### src/rtl/button_conditioner_pkg.sv
// Shared definitions for the button conditioner.
//   btn_state_t : per-channel debounce FSM state
//   cnt_width() : bit width needed to count 0 .. n-1 (never less than 1)
package button_conditioner_pkg;

  typedef enum logic [1:0] {
    IDLE         = 2'd0,
    PRESS_WAIT   = 2'd1,
    HELD         = 2'd2,
    RELEASE_WAIT = 2'd3
  } btn_state_t;

  function automatic int cnt_width(input int n);
    int w;
    w = $clog2(n);
    return (w < 1) ? 1 : w;
  endfunction

endpackage

### src/rtl/button_channel.sv
// One button channel: 2-flop synchronizer, polarity normalisation, debounce
// FSM with debounce/hold counters, and registered level/pulse outputs.
// Ports:
//   clk, rst_n    : clock, asynchronous active-low reset
//   pin           : raw asynchronous button pin
//   level         : debounced state, 1 = pressed
//   press         : one-cycle pulse on accepted press
//   release_pulse : one-cycle pulse on accepted release
//   long_press    : one-cycle pulse once per hold reaching LONG_PRESS_CYCLES
// PIN_IDLE is the raw pin value when not pressed; the synchronizer resets to
// it so no press is seen coming out of reset.
module button_channel
  import button_conditioner_pkg::*;
#(
  parameter int   DEBOUNCE_CYCLES   = 270_000,
  parameter int   LONG_PRESS_CYCLES = 27_000_000,
  parameter logic PIN_IDLE          = 1'b1
) (
  input  logic clk,
  input  logic rst_n,
  input  logic pin,
  output logic level,
  output logic press,
  output logic release_pulse,
  output logic long_press
);

  localparam int DW = cnt_width(DEBOUNCE_CYCLES);
  localparam int HW = cnt_width(LONG_PRESS_CYCLES + 1);
  localparam logic [DW-1:0] DCNT_LAST = DW'(DEBOUNCE_CYCLES - 1);
  localparam logic [HW-1:0] HCNT_MAX  = HW'(LONG_PRESS_CYCLES);
  localparam logic [HW-1:0] HCNT_PRE  = HW'(LONG_PRESS_CYCLES - 1);

  logic          sync1;
  logic          sync2;
  logic          p;
  btn_state_t    state_q;
  btn_state_t    state_d;
  logic [DW-1:0] dcnt_q;
  logic [DW-1:0] dcnt_d;
  logic [HW-1:0] hcnt_q;
  logic [HW-1:0] hcnt_d;
  logic [HW-1:0] hcnt_inc;
  logic          level_s;
  logic          press_s;
  logic          release_s;
  logic          long_s;

  // Two-flop synchronizer for the asynchronous pin.
  always_ff @(posedge clk or negedge rst_n) begin
    if (!rst_n) begin
      sync1 <= PIN_IDLE;
      sync2 <= PIN_IDLE;
    end else begin
      sync1 <= pin;
      sync2 <= sync1;
    end
  end

  // p = 1 while pressed, whatever the pin polarity.
  assign p = sync2 ^ PIN_IDLE;

  // Hold counter saturates at LONG_PRESS_CYCLES so it never wraps.
  assign hcnt_inc = (hcnt_q == HCNT_MAX) ? HCNT_MAX : hcnt_q + HW'(1);

  // State and counter registers.
  always_ff @(posedge clk or negedge rst_n) begin
    if (!rst_n) begin
      state_q <= IDLE;
      dcnt_q  <= '0;
      hcnt_q  <= '0;
    end else begin
      state_q <= state_d;
      dcnt_q  <= dcnt_d;
      hcnt_q  <= hcnt_d;
    end
  end

  // Next-state and next-counter logic.
  always_comb begin
    state_d = state_q;
    dcnt_d  = dcnt_q;
    hcnt_d  = hcnt_q;
    case (state_q)
      IDLE: begin
        hcnt_d = '0;
        if (p) begin
          state_d = PRESS_WAIT;
          dcnt_d  = DW'(1);
        end else begin
          dcnt_d = '0;
        end
      end
      PRESS_WAIT: begin
        hcnt_d = '0;
        if (!p) begin
          state_d = IDLE;
          dcnt_d  = '0;
        end else if (dcnt_q == DCNT_LAST) begin
          state_d = HELD;
          dcnt_d  = '0;
        end else begin
          dcnt_d = dcnt_q + DW'(1);
        end
      end
      HELD: begin
        hcnt_d = hcnt_inc;
        if (!p) begin
          state_d = RELEASE_WAIT;
          dcnt_d  = DW'(1);
        end else begin
          dcnt_d = '0;
        end
      end
      RELEASE_WAIT: begin
        if (p) begin
          // Bounce back to pressed: hcnt keeps running so long_press cannot re-arm.
          state_d = HELD;
          dcnt_d  = '0;
          hcnt_d  = hcnt_inc;
        end else if (dcnt_q == DCNT_LAST) begin
          state_d = IDLE;
          dcnt_d  = '0;
          hcnt_d  = '0;
        end else begin
          dcnt_d = dcnt_q + DW'(1);
          hcnt_d = hcnt_inc;
        end
      end
      default: begin
        state_d = IDLE;
        dcnt_d  = '0;
        hcnt_d  = '0;
      end
    endcase
  end

  // Output decode from the transition being taken this cycle.
  always_comb begin
    level_s   = (state_d == HELD) || (state_d == RELEASE_WAIT);
    press_s   = (state_q == PRESS_WAIT) && (state_d == HELD);
    release_s = (state_q == RELEASE_WAIT) && (state_d == IDLE);
    // Only the L-1 -> L step fires; saturation makes it once per hold.
    long_s    = ((state_q == HELD) || (state_q == RELEASE_WAIT)) &&
                (hcnt_q == HCNT_PRE) && (state_d != IDLE);
  end

  // Registered outputs, updated on the same edge as the state.
  always_ff @(posedge clk or negedge rst_n) begin
    if (!rst_n) begin
      level         <= 1'b0;
      press         <= 1'b0;
      release_pulse <= 1'b0;
      long_press    <= 1'b0;
    end else begin
      level         <= level_s;
      press         <= press_s;
      release_pulse <= release_s;
      long_press    <= long_s;
    end
  end

endmodule

### src/rtl/button_conditioner.sv
// Conditions raw bouncy push-button pins into clean per-button signals.
// Ports:
//   clk           : 27 MHz board clock
//   rst_n         : asynchronous active-low reset
//   buttons       : raw asynchronous button pins
//   level         : debounced state, 1 = pressed
//   press         : one-cycle pulse on accepted press
//   release_pulse : one-cycle pulse on accepted release (the name "release"
//                   is a reserved word in SystemVerilog)
//   long_press    : one-cycle pulse once per hold reaching LONG_PRESS_CYCLES
module button_conditioner
  import button_conditioner_pkg::*;
#(
  parameter int NUM_BUTTONS       = 2,
  parameter int DEBOUNCE_CYCLES   = 270_000,
  parameter int LONG_PRESS_CYCLES = 27_000_000,
  parameter int ACTIVE_LOW        = 1
) (
  input  logic                   clk,
  input  logic                   rst_n,
  input  logic [NUM_BUTTONS-1:0] buttons,
  output logic [NUM_BUTTONS-1:0] level,
  output logic [NUM_BUTTONS-1:0] press,
  output logic [NUM_BUTTONS-1:0] release_pulse,
  output logic [NUM_BUTTONS-1:0] long_press
);

  // Raw pin value of a released button; each channel normalises against it.
  localparam logic PIN_IDLE = (ACTIVE_LOW != 0) ? 1'b1 : 1'b0;

  for (genvar i = 0; i < NUM_BUTTONS; i++) begin : g_chan
    button_channel #(
      .DEBOUNCE_CYCLES  (DEBOUNCE_CYCLES),
      .LONG_PRESS_CYCLES(LONG_PRESS_CYCLES),
      .PIN_IDLE         (PIN_IDLE)
    ) u_chan (
      .clk          (clk),
      .rst_n        (rst_n),
      .pin          (buttons[i]),
      .level        (level[i]),
      .press        (press[i]),
      .release_pulse(release_pulse[i]),
      .long_press   (long_press[i])
    );
  end

endmodule
### config.mk
export PLATFORM = sky130hd
export DESIGN_NAME = button_conditioner
export DESIGN_NICKNAME = d
export VERILOG_FILES = /design/src/rtl/button_conditioner_pkg.sv /design/src/rtl/button_channel.sv /design/src/rtl/button_conditioner.sv
export SDC_FILE = /design/constraint.sdc
export NUM_CORES = 1
export LEC_CHECK = 0
export BUFFER_PORTS_ARGS = -buffer_cell sky130_fd_sc_hd__buf_2
export CORE_ASPECT_RATIO = 0.8
export CORE_MARGIN = 1.5
export CORE_UTILIZATION = 56
export CTS_CLUSTER_SIZE = 20
export DETAILED_ROUTE_END_ITERATION = 10
export GPL_TIMING_DRIVEN = 0
export PLACE_DENSITY_LB_ADDON = 0.15
export SLEW_MARGIN = 20
export SYNTH_ARGS = -nofsm -noshare
export SYNTH_HDL_FRONTEND = slang
export SYNTH_SLANG_ARGS = --single-unit
### constraint.sdc
create_clock -name clk -period 1.8 [get_ports clk]
set_input_delay 0.09 -clock clk [delete_from_list [all_inputs] [get_ports clk]]
set_output_delay 0.09 -clock clk [all_outputs]
set_load 0.02 [all_outputs]
==> flow_summary.ini, run 1 <==
[worst_setup_path]
critical_path.max_fanout = 5
worst_setup_path_end_kind = flip-flop
criticalPathCategory = flip-flop to flip-flop
critPathLaunchType = flip-flop
crit_family = simple AND/OR/NAND/NOR gates
slowest_delay_ns = 0.41
critPathSlowestCell = dfrtp_1
r2r_start = g_chan[0].u_chan.dcnt_q[8]$_DFF_PN0_
critPathBufInv = 1
r2r_cells = 6
r2r_end = g_chan[0].u_chan.hcnt_q[5]$_DFF_PN0_
critPathArrivalTime_ns = 2.26
critPathRequiredTime_ns = 2.07
reg2reg_slack_ns = -0.19
crit_chain = or3_1 -> or3_4 -> o31ai_4 -> o21bai_4 -> buf_6 -> nor2_1

[clocking]
cts.clk_slew.worst_paths_ns = 0.09
htree_levels = 3
cts_tree = yes
numCtsBuffers = 9
clock_latency_ns = 0.38
clock_path_buffers = 2
cts_root_buffer = clkbuf_8
cts_sinks = 104

[power_and_ir_drop]
p_per_area_nw_per_um2 = 653
power.total_w = 0.00387
irDropWorstVdd_uv = 381
power.leakage_nw = 2.45

[synthesis]
synth_compound_area_share_pct = 1.71
ys.flop_type = dfrtp_1
syn_nets = 515
yosysUniqueCellTypes = 40
synth-seq-cells = 104
synthAdderAreaFrac_pct = 1.51
synth_area_um2 = 4970
syn_inst = 505
synth-simple-area-share_pct = 25.7
synth-xor-area-share_pct = 14.1
synth.avg_cell_area_um2 = 9.83
synth-edff-count = 0
synth_seq_area_share_pct = 52.5
synthMuxAreaShare_pct = 0.806
synth_top_family_by_area = simple AND/OR/NAND/NOR gates
async_reset_ff_share_pct = 100
yosysWarningCount = 0

[final_layout]
area_growth_pct = 19.3
final_common_cell = nor2_1
nets = 575
drive_gt1_share_pct = 21.1
num_antenna_cells = 0
layout_common_cells = 101 x nor2_1, 98 x dfrtp_1, 50 x xor2_1

[run_status]
status = complete, but fails checks
violations = negative setup slack

[sta]
setup_slack_ns = -0.193
tns_ns = -4.15
slew_viol_final = 0
finalSetupViolCount = 48
timing.fmax_mhz = 502
hold_violations = 0
relSlewSlack_pct = 57.9
period_share_pct = 111
worst_pin_slew_ns = 0.627
min_period_ns = 1.99
skew_ns = 0.00706
rsz0062_at_grt = yes

[floorplan]
die_area_um2 = 9450
start_util_pct = 58.0
fp.dieH_um = 87.2
coreArea_um2 = 8560
fp-row-count = 30
io_pins = 12
die_width_um = 108

[drt]
routed_wl_um = 10100
vias = 3780
drt-initial-drc-count = 234
drt_pass1_iterations = 5
antenna_left = 0
wl_per_cell_um = 14.8
drc = 0
viasPerCell = 5.54

[placement]
gp_congestion = 0.856
port_buffers = 11
dp_hpwl_um = 6110

[global_routing]
grt_max_degree = 62
track_usage_pct = 22.4
overflow = 0
antenna_found_initial = 0
first_global_vias = 3420
grt_pass1_wl_um = 16300

[worst_hold_path]
hold_path.class = input pin to asynchronous set/reset pin

[job]
cap_violations = 0
-- cell usage after synthesis (all sizes together) (2+ instances only) --
cell type,number,area [um^2]
or3,4,30.0
inv,20,75.1
a21oi,2,10.0
and2,3,18.8
o21bai,2,18.8
or2,2,12.5
dfstp,4,105
ha,6,75.1
nand4,30,188
clkbuf,5,20.0
nand3,39,195
o21ai,3,15.0
o211ai,2,20.0
xnor2,30,263
nand3b,2,15.0
mux2i,4,40.0
xor2,50,438
buf,12,86.3
nor3,12,60.1
nor2,107,402
nand2,32,120
or4,2,18.8
and3,10,62.6
nor4b,2,17.5
and4,4,35.0
nor4,11,68.8
dfrtp,100,2500
-- stage by stage --
step	hold WS, ns	instances	util, %	worst slack (ns)	instance area, um^2
final	0.192	682	69.2	-0.193	5920
after global routing	0.216	682	69.2	-0.239	5920
after CTS	0.192	665	66.3	-0.240	5680
after detailed placement	0.0380	629	60.9	-0.508	5210
after global placement	0.202	628	60.5	-0.482	5180
after floorplan	-0.206	505	-	-0.0300	4980
-- worst reg2reg max path, delay by kind of cell (launching register included) --
kind,cells,cell delay [ns]
buffers and inverters,1,0.15
AO/OA/AOI/OAI,2,0.52
flip-flops,1,0.41
AND/OR/NAND/NOR,3,0.80
-- layout make-up --
type,instances,area [um^2]
Tap cell,112,140
Fill cell,659,2640
Buffer,15,133
Clock inverter,4,28.8
Sequential cell,104,2610
Timing Repair Buffer,50,397
Clock buffer,12,155
Inverter,20,75.1
Multi-Input combinational cell,365,2380
-- worst max path at each step --
| stage | start | endpoint | cells past startpoint |
|---|---|---|---|
| global placement | g_chan[1].u_chan.dcnt_q[13]$_DFF_PN0_ | g_chan[1].u_chan.hcnt_q[18]$_DFF_PN0_ | 5 |
| floorplan | g_chan[0].u_chan.dcnt_q[8]$_DFF_PN0_ | g_chan[0].u_chan.hcnt_q[21]$_DFF_PN0_ | 6 |
| finish | g_chan[0].u_chan.dcnt_q[8]$_DFF_PN0_ | g_chan[0].u_chan.hcnt_q[5]$_DFF_PN0_ | 6 |
| detailed placement | g_chan[1].u_chan.dcnt_q[13]$_DFF_PN0_ | g_chan[1].u_chan.hcnt_q[2]$_DFF_PN0_ | 5 |
| global route | g_chan[0].u_chan.dcnt_q[8]$_DFF_PN0_ | g_chan[0].u_chan.hcnt_q[3]$_DFF_PN0_ | 6 |
| CTS | g_chan[0].u_chan.dcnt_q[8]$_DFF_PN0_ | g_chan[0].u_chan.hcnt_q[18]$_DFF_PN0_ | 6 |
-- registers in the layout, summed over array words and instances, names as in the netlist --
name and flops:
g_chan.u_chan.dcnt_q 38, g_chan.u_chan.hcnt_q 50, g_chan.u_chan.level 2, g_chan.u_chan.long_press 2, g_chan.u_chan.press 2, g_chan.u_chan.release_pulse 2, g_chan.u_chan.state_q 4, g_chan.u_chan.sync1 2
g_chan.u_chan.sync2 2
-- power by group --
group | switching (W) | total [W] | internal, W | leakage [nW]
combinational | 0.0000742 | 0.000116 | 0.0000421 | 0.939
sequential | 0.0000141 | 0.00237 | 0.00235 | 1.43
clock | 0.000806 | 0.00139 | 0.000580 | 0.0886
total | 0.000894 | 0.00387 | 0.00297 | 2.45
-- cells by family (layout without fill, tap and decap cells) --
kind of cell,count (synthesis),count (layout)
AND/OR/NAND/NOR,264,264
flip-flops,104,104
XOR/XNOR,80,80
buffers and inverters,37,101
AO/OA/AOI/OAI,10,11
adder cells (fa/ha/maj),6,6
multiplexers,4,4
-- what timing repair did --
item                                    4_1_cts  5_1_grt
endpoints found under the setup margin       88       85
hold buffers                                  3        0
cloned                                        1        1
pin swaps                                     9       13
gates resized for setup                      28       32
hold endpoints to repair                     45        0
setup buffers                                17       18
-- per-layer routing --
layer | wire [um] | track usage, % | vias to the layer above
li1 | - | - | 1815
met3 | 403 | 5.68 | 23
met4 | 146 | 7.54 | 0
met1 | 4960 | 32.8 | 1854
met2 | 4610 | 32.8 | 88
met5 | 0 | 0 | -
Power figures use the tool's default switching activity.
==> run 2, diff against run 1 <==
--- a/config.mk
+++ b/config.mk
@@ -6,9 +6,9 @@
 export NUM_CORES = 1
 export LEC_CHECK = 0
 export BUFFER_PORTS_ARGS = -buffer_cell sky130_fd_sc_hd__buf_2
-export CORE_ASPECT_RATIO = 0.8
-export CORE_MARGIN = 1.5
-export CORE_UTILIZATION = 56
+export CORE_MARGIN = 5
+export CORE_UTILIZATION = 58
+export CTS_BUF_LIST = sky130_fd_sc_hd__clkbuf_2
 export CTS_CLUSTER_SIZE = 20
 export DETAILED_ROUTE_END_ITERATION = 10
 export GPL_TIMING_DRIVEN = 0
==> run 2 against run 1 <==
  * The run still ends with negative setup slack left
  * Total power fell by 3.6%
  * Cell area is 0.25% higher
  * Wire length about the same
  * Setup slack gained 0.022 ns
  * Non-clock buffer count fell by 4
  * Core utilization up 2.3 points
  * Global-route usage down 2.3 points
  * First-iteration DRC count shrank 44%
  * Critical path type unchanged
  * Largest power group unchanged
  * Highest routed layer unchanged
==> flow_summary.ini, run 2 (same netlist as run 1, synthesis figures left out) <==
[power_and_ir_drop]
p_per_area_nw_per_um2 = 628
irDropWorstVdd_uv = 325
power.leakage_nw = 2.48

[placement]
gp_congestion = 0.826
port_buffers = 11
pre_cts_slack_ns = -0.452
dp_cells = 622
dp_hpwl_um = 6100

[final_layout]
fill_cells = 608
multi_input_area_um2 = 2440
fin_cells = 671
layout_common_cells = 98 x dfrtp_1, 90 x nor2_1, 50 x xor2_1
final_common_cell = dfrtp_1
seq_area_um2 = 2610
largest_register_ffs = 50
nets = 571
reg.largest.list = g_chan.u_chan.hcnt_q: 50 flops, g_chan.u_chan.dcnt_q: 38 flops, g_chan.u_chan.state_q: 4 flops
drive_gt1_share_pct = 21.9
num_antenna_cells = 0
area_growth_pct = 19.6
regMostFlops = g_chan.u_chan.hcnt_q

[worst_setup_path]
critPathSlowestCell = dfrtp_1
critPathRequiredTime_ns = 2.25
critical_path.max_fanout = 5
critPathArrivalTime_ns = 2.42
critPathBufInv = 1
worst_setup_path_end_kind = flip-flop
slowest_delay_ns = 0.46
criticalPathCategory = flip-flop to flip-flop
critPathLaunchType = flip-flop
crit_chain = or3_1 -> or3_4 -> o31ai_4 -> o21bai_4 -> buf_6 -> nor2_1
crit_family = simple AND/OR/NAND/NOR gates

[sta]
rsz0062_at_grt = yes
finalSetupViolCount = 44
min_period_ns = 1.97
hold_violations = 0
period_share_pct = 109
skew_ns = 0.0299
slew_viol_final = 0
relSlewSlack_pct = 58.6
setup_slack_ns = -0.171
timing.fmax_mhz = 507
worst_pin_slew_ns = 0.617

[global_routing]
antenna_found_initial = 0
track_usage_pct = 20.1
grt_max_degree = 69
grt_pass1_wl_um = 16700
first_global_vias = 3583
overflow = 0

[clocking]
cts.clk_slew.worst_paths_ns = 0.27
cts_sinks = 104
cts_root_buffer = clkbuf_2
cts_tree = yes
clock_latency_ns = 0.55
clock_path_buffers = 2
htree_levels = 3
numCtsBuffers = 9

[floorplan]
die_width_um = 103
coreArea_um2 = 8300
fp.dieH_um = 103
io_pins = 12
die_area_um2 = 10500
fp-row-count = 33
start_util_pct = 59.8

[drt]
drc = 0
wl_per_cell_um = 15.1
vias = 3714
drt-initial-drc-count = 131
viasPerCell = 5.54
drt_pass1_iterations = 4
antenna_left = 0
routed_wl_um = 10100

[job]
cap_violations = 0

[run_status]
violations = negative setup slack
status = complete, but fails checks

[worst_hold_path]
hold_path.class = input pin to flip-flop
[run 2: changes by cell type in the layout (fill, tap and decap cells not counted), sizes merged, moves of 2 or more]
cell,before,now
clkinv,2,4
bufinv,0,2
clkinvlp,2,0
clkbuf,12,9
buf,62,57
[run 2: per-stage QoR]
stage	area (um^2)	hold slack, ns	TNS [ns]	utilization (%)	total power, W
after floorplan	4980	-0.206	-0.408	-	0.00244
after global placement	5170	0.196	-66.10	62.3	0.00249
after detailed placement	5200	0.00733	-22.05	62.7	0.00250
after CTS	5670	0.0788	-4.95	68.3	0.00375
after global routing	5940	0.0473	-6.41	71.6	0.00389
final	5940	0.140	-3.74	71.6	0.00373
[run 2: area by class of cell]
type	count	area share (%)
buffer	15	2.23
inverter	20	1.26
clock buffer	9	0.759
tap	105	2.21
clock inverter	7	1.58
sequential	104	44.0
timing repair buffer	46	6.95
multi-input combinational	365	41.0
[run 2: what timing repair did]
item | 4_1_cts | 5_1_grt
pin swaps | 16 | 12
cloned | 2 | 3
endpoints found under the setup margin | 89 | 92
endpoints found under the hold margin | 105 | 0
setup buffers | 13 | 13
gates resized for setup | 37 | 43
hold buffers | 5 | 0
[run 2: where the power goes]
group / total [W] / switching, W / internal, W
registers: 0.00237 / 0.0000145 / 0.00236
clock network: 0.00123 / 0.000765 / 0.000462
logic: 0.000129 / 0.0000788 / 0.0000498
[run 2: layer usage]
layer	track usage (%)	part of all wire (%)	wire [um]	vias up
li1	-	-	-	1810
met1	26.9	46	4610	1833
met2	33.2	50	5080	60
met3	4.94	3.2	322	11
met4	5.15	1.1	114	0
met5	0	0	0	-
[run 2: worst paths after layout]
| kind | start | end | slack (ns) | cells past startpoint |
|---|---|---|---|---|
| worst min register to register | g_chan[1].u_chan.sync1$_DFF_PN1_ | g_chan[1].u_chan.sync2$_DFF_PN1_ | 0.38 | 0 |
| worst max-delay path | g_chan[0].u_chan.dcnt_q[8]$_DFF_PN0_ | g_chan[0].u_chan.hcnt_q[8]$_DFF_PN0_ | -0.17 | 6 |
| worst min-delay path | buttons[1] | g_chan[1].u_chan.sync1$_DFF_PN1_ | 0.14 | 2 |
| worst max register to register | g_chan[0].u_chan.dcnt_q[8]$_DFF_PN0_ | g_chan[0].u_chan.hcnt_q[8]$_DFF_PN0_ | -0.17 | 6 |
| min in group asynchronous | rst_n | g_chan[1].u_chan.sync1$_DFF_PN1_ | 0.58 | 3 |
| max in group asynchronous | rst_n | g_chan[0].u_chan.sync2$_DFF_PN1_ | 0.81 | 4 |
